$ cat config.mk
export PLATFORM = sky130hd
export DESIGN_NAME = jk_excitation_driver
export DESIGN_NICKNAME = d
export VERILOG_FILES = /design/src/rtl/jk_pkg.sv /design/src/rtl/jk_excite_bit.sv /design/src/rtl/jk_excitation_driver.sv
export SDC_FILE = /design/constraint.sdc
export NUM_CORES = 1
export LEC_CHECK = 0
export BUFFER_PORTS_ARGS = -buffer_cell sky130_fd_sc_hd__buf_4
export CORE_MARGIN = 2
export CORE_UTILIZATION = 56
export DETAILED_ROUTE_END_ITERATION = 16
export PLACE_DENSITY = 0.9
export SYNTH_ARGS = -nofsm -noshare
export SYNTH_HDL_FRONTEND = slang
export SYNTH_HIERARCHICAL = 1
export SYNTH_SLANG_ARGS = --single-unit
$ cat constraint.sdc
create_clock -name clk -period 3 [get_ports clk]
set_input_delay 0.6 -clock clk [delete_from_list [all_inputs] [get_ports clk]]
set_output_delay 0.6 -clock clk [all_outputs]
set_load 0.005 [all_outputs]
$ cat src/rtl/jk_pkg.sv
// Shared types and constants for the JK excitation driver.
// Optional build macro used by this slice: JK_TOGGLE_MODE_EN.
package jk_pkg;

    // Controller states.
    typedef enum logic [1:0] {
        IDLE  = 2'd0,
        DRIVE = 2'd1,
        CHECK = 2'd2,
        ERROR = 2'd3
    } jk_state_e;

    // 2-bit excitation codes, packed as {J, K}.
    localparam logic [1:0] JK_HOLD   = 2'b00;
    localparam logic [1:0] JK_RESET  = 2'b01;
    localparam logic [1:0] JK_SET    = 2'b10;
    localparam logic [1:0] JK_TOGGLE = 2'b11;

endpackage

$ cat src/rtl/jk_excite_bit.sv
// Per-bit JK excitation: maps (current Q, target Q) to (J, K).
// Build macro: JK_TOGGLE_MODE_EN resolves don't-cares so changing bits toggle;
// without it, don't-cares resolve to 0 and J=K=1 is never produced.
module jk_excite_bit
    import jk_pkg::*;
(
    input  logic q_cur,
    input  logic q_tgt,
    output logic j,
    output logic k
);

    logic [1:0] code;

    // Select the excitation code for one bit; unchanged bits always hold.
    always_comb begin
        code = JK_HOLD;
        if (q_cur != q_tgt) begin
`ifdef JK_TOGGLE_MODE_EN
            code = JK_TOGGLE;
`else
            code = q_tgt ? JK_SET : JK_RESET;
`endif
        end
    end

    assign j = code[1];
    assign k = code[0];

endmodule

$ cat src/rtl/jk_excitation_driver.sv
// Drives a bank of W JK flip-flops toward a requested target word, verifies
// the bank's Q one cycle after each excitation pulse, retries on mismatch and
// raises a sticky error once retries are exhausted.
// Build macro: JK_TOGGLE_MODE_EN (selects toggle excitation in jk_excite_bit).
//
// Handshake: a target word transfers on a rising clk edge where tgt_valid and
// tgt_ready are both 1. tgt_ready is registered and depends only on internal
// state; the producer must hold tgt_data stable while tgt_valid is high and
// tgt_ready is low.
module jk_excitation_driver
    import jk_pkg::*;
#(
    parameter int W         = 8,
    parameter int MAX_RETRY = 2,
    parameter int CNT_W     = 8
) (
    input  logic             clk,
    input  logic             rst_n,
    input  logic             tgt_valid,
    output logic             tgt_ready,
    input  logic [W-1:0]     tgt_data,
    output logic [W-1:0]     j_out,
    output logic [W-1:0]     k_out,
    input  logic [W-1:0]     q_in,
    output logic             done,
    output logic             err,
    input  logic             err_clear,
    output logic [CNT_W-1:0] mismatch_cnt
);

    localparam int RETRY_W = ($clog2(MAX_RETRY + 1) > 0) ? $clog2(MAX_RETRY + 1) : 1;
    localparam logic [RETRY_W-1:0] RETRY_LIMIT = RETRY_W'(MAX_RETRY);

    jk_state_e         state_q, state_d;
    logic [W-1:0]      tgt_q, tgt_d;
    logic [RETRY_W-1:0] retry_q, retry_d;
    logic [W-1:0]      j_d, k_d;
    logic              ready_d, done_d, err_d;
    logic [CNT_W-1:0]  cnt_d, cnt_inc;
    logic [W-1:0]      exc_tgt, exc_j, exc_k;

    // On accept the excitation targets the incoming word; on retry it
    // targets the latched word. Both use q_in sampled at the same edge.
    assign exc_tgt = (state_q == IDLE) ? tgt_data : tgt_q;

    // Saturating increment for the mismatch counter.
    assign cnt_inc = (&mismatch_cnt) ? mismatch_cnt : mismatch_cnt + 1'b1;

    genvar gi;
    generate
        for (gi = 0; gi < W; gi++) begin : g_bit
            jk_excite_bit u_bit (
                .q_cur (q_in[gi]),
                .q_tgt (exc_tgt[gi]),
                .j     (exc_j[gi]),
                .k     (exc_k[gi])
            );
        end
    endgenerate

    // Next-state and next-output logic; every output is registered below.
    always_comb begin
        state_d = state_q;
        tgt_d   = tgt_q;
        retry_d = retry_q;
        j_d     = '0;
        k_d     = '0;
        ready_d = 1'b0;
        done_d  = 1'b0;
        err_d   = err;
        cnt_d   = mismatch_cnt;
        case (state_q)
            IDLE: begin
                ready_d = 1'b1;
                if (tgt_valid && tgt_ready) begin
                    tgt_d   = tgt_data;
                    retry_d = '0;
                    j_d     = exc_j;
                    k_d     = exc_k;
                    ready_d = 1'b0;
                    state_d = DRIVE;
                end
            end
            DRIVE: begin
                // Bank captures the excitation at this edge; pulse ends.
                state_d = CHECK;
            end
            CHECK: begin
                if (q_in == tgt_q) begin
                    done_d  = 1'b1;
                    ready_d = 1'b1;
                    state_d = IDLE;
                end else begin
                    cnt_d = cnt_inc;
                    if (retry_q < RETRY_LIMIT) begin
                        retry_d = retry_q + 1'b1;
                        j_d     = exc_j;
                        k_d     = exc_k;
                        state_d = DRIVE;
                    end else begin
                        err_d   = 1'b1;
                        state_d = ERROR;
                    end
                end
            end
            ERROR: begin
                if (err_clear) begin
                    err_d   = 1'b0;
                    ready_d = 1'b1;
                    state_d = IDLE;
                end
            end
            default: state_d = IDLE;
        endcase
    end

    // State and output registers; reset forces the bank drive low at once.
    always_ff @(posedge clk or negedge rst_n) begin
        if (!rst_n) begin
            state_q      <= IDLE;
            tgt_q        <= '0;
            retry_q      <= '0;
            j_out        <= '0;
            k_out        <= '0;
            tgt_ready    <= 1'b0;
            done         <= 1'b0;
            err          <= 1'b0;
            mismatch_cnt <= '0;
        end else begin
            state_q      <= state_d;
            tgt_q        <= tgt_d;
            retry_q      <= retry_d;
            j_out        <= j_d;
            k_out        <= k_d;
            tgt_ready    <= ready_d;
            done         <= done_d;
            err          <= err_d;
            mismatch_cnt <= cnt_d;
        end
    end

endmodule

==> impl_metrics.toml <==
[status]
status = "completed"

[setup_path]
crit_slowest_cell = "nor2_2"
rrSetupSlack_ns = 1.13
r2r-end = "j_out[2]"
startpoint_type = "flip-flop"
required_ns = 3.25
crit_buf_inv = 0
critPathTopFamily = "simple AND/OR/NAND/NOR gates"
rr_worst_depth = 5
regToRegStartpoint = "tgt_q[4]"
crit_path_end_kind = "flip-flop"
critical_path.cell_chain = "xnor2_1 -> nand4_2 -> nor2_2 -> o31ai_4 -> and2_1"
cp_data_arrival_time_ns = 2.13
max_stage_delay_ns = 0.46
cp_max_fo = 17
path_class = "flip-flop to flip-flop"

[flow_run]
drv_cap = 0

[clocking]
cts_setup_buffers = 0
cts.hold.buffers_added = 0
cts_resized = 0
clkTransAtPathRegs_ns = 0.12
clock_latency_ns = 0.36
cts-root-buf = "clkbuf_4"
htreeDepth = 2
cts_sinks = 39
cts.path.max_buffers = 2
cts_buffers = 5
cts_tree = "built"

[timing]
timing.fmax_ghz = 0.534
holdWs_ns = 0.179
setup_tns_ns = 0
finalMaxSlewViolations = 0
rsz0062_at_grt = "no"
setup_viol = 0
relSlewSlack_pct = 59.8
max_slew.worst_pin.slew_ns = 0.602
period_needed_ns = 1.87
fin_skew_ns = 0.0103
period_share_pct = 62.4
finalHoldViolCount = 0

[drt]
drt-initial-drc-count = 26
ant_nets = 0
first_pass_iters = 4
drc = 0
post_drt_wl_per_cell_microns = 12.9
vias = 1320
viasPerCell = 5.06
wl_microns = 3380

[pwr]
powerDensity_nw_per_um2 = 874
leakagePower_uw = 0.00112
ir_drop_uv = 376

[synth]
synth_fp_nets = 186
synth_common_cells = "dfrtp_1, nand2_1, and2_1"
syn_area_sq_um = 1880
synth_top_area_share_pct = 52.0
ys_ff_latch = 39
synthTopCellsByArea = "dfrtp_1, nand2_1, and2_1, mux2_2, and2b_2"
ys_types = 37
yosysMostFrequentCell = "dfrtp_1"
async_flop_share_pct = 100
postSynthAreaPerCell_sq_um = 11.4
synth_edf_count = 0
synth_cells = 165
yosysWarnings = 6
ys.flop_type = "dfrtp_1"
yosysTopAreaCell = "dfrtp_1"
ys_seq_area_share_pct = 52.0

[global_route]
antenna_found_initial = 0
grt_util_all_layers_pct = 20.0
grt_use_met3_pct = 6.83
grt_pass1_wl_microns = 5310
grtUsageMet2_pct = 32.5
gr-usage-met1_pct = 24.6
grt_overflow = 0
grt_start_max_net_pins = 40
top_usage_layer = "met2"
grt_pass1_vias = 1161

[final_layout]
multiInputGateArea_sq_um = 867
layout-drive-gt1-share_pct = 39.1
final_cells = 261
nNetsFinal = 235
n_fill_cell = 263
area.sequential_sq_um = 976
area_delta_synth_final_pct = 23.0
final_area_sq_um = 2310
antenna_cells = 0

[die]
coreArea_sq_um = 3280
dieArea_sq_um = 3830
start_util_pct = 57.1
die_y_microns = 61.9
die_x_microns = 61.9
io_pins = 47
rows = 21

[placement]
dpl-instance-area_sq_um = 2250
portBuffers = 46
placedCellCount = 253
place_congestion = 0.824
dp_hpwl_microns = 2490

[worst_hold_path]
hp-class = "primary input to asynchronous set/reset pin"
==> metrics by stage <==
| step | utilization [%] | total power (uW) | worst slack, ns |
|---|---|---|---|
| 4_1_cts | 70.2 | 2040 | 1.13 |
| 6_report | 70.2 | 2020 | 1.13 |
| 5_1_grt | 70.2 | 2170 | 1.01 |
| 3_3_place_gp | 68.6 | 1730 | 0.919 |
| 2_1_floorplan | - | 1450 | 1.24 |
| 3_5_place_dp | 68.6 | 1770 | 0.871 |
==> registers in the layout, indices dropped and copies added, names as in the netlist <==
| register | flops |
|---|---|
| mismatch_cnt | 8 |
| k_out | 8 |
| state_q | 2 |
| j_out | 8 |
| tgt_q | 8 |
| done | 1 |
| retry_q | 2 |
| err | 1 |
| tgt_ready | 1 |
==> worst register-to-register path, stage by stage, from the launching register on <==
cell     delay, ns
dfrtp_1       0.43
xnor2_1       0.23
nand4_2       0.17
nor2_2        0.46
o31ai_4       0.24
and2_1        0.23
==> where the power goes <==
group / switching [uW] / internal [uW] / leakage (uW)
Clock: 175 / 90.4 / 0.0000282
Combinational: 388 / 466 / 0.000599
Sequential: 184 / 713 / 0.000496
Total: 747 / 1270 / 0.00112
==> how the worst max path moves through the flow <==
stage,start,end,slack [ns],cells after the start
global placement,q_in[0],mismatch_cnt[1],0.92,6
finish,tgt_q[4],j_out[2],1.13,5
CTS,tgt_q[4],mismatch_cnt[1],1.13,5
floorplan,q_in[3],mismatch_cnt[6],1.24,6
detailed placement,q_in[4],mismatch_cnt[1],0.87,6
global route,tgt_q[5],k_out[0],1.01,5
==> final cells by class <==
type                            count  area share [%]
Inverter                            2           0.325
Multi-Input combinational cell    120            37.6
Tap cell                           46            2.49
Clock buffer                        6            1.79
Sequential cell                    39            42.3
Clock inverter                      2           0.542
Timing Repair Buffer               46            15.0
==> logic make-up after synthesis <==
kind of cell    share of synthesized area, %
buf+inv                                 1.73
flops                                   52.0
compound gates                          3.94
fa+ha+maj                              0.667
xor+xnor                                6.54
mux                                     7.47
simple gates                            27.6
==> cells in the final DEF (no fill, tap or decap), drive strengths merged, types with 2 or more instances in the layout <==
master	n
nor3	4
o21ai	4
nor4	4
and2	16
buf	46
mux2i	2
nand4	3
nor2	2
dfrtp	39
and2b	8
xor2	6
nor2b	8
clkbuf	6
mux2	10
nand3	2
nand2	31
a21oi	2
inv	2
xnor2	8
==> layer usage <==
layer	vias to the layer above	wire (microns)
li1	645	-
met1	634	1490
met2	35	1680
met3	6	153
met4	0	55
met5	-	0
No activity file was read; power rests on OpenSTA's default activity.
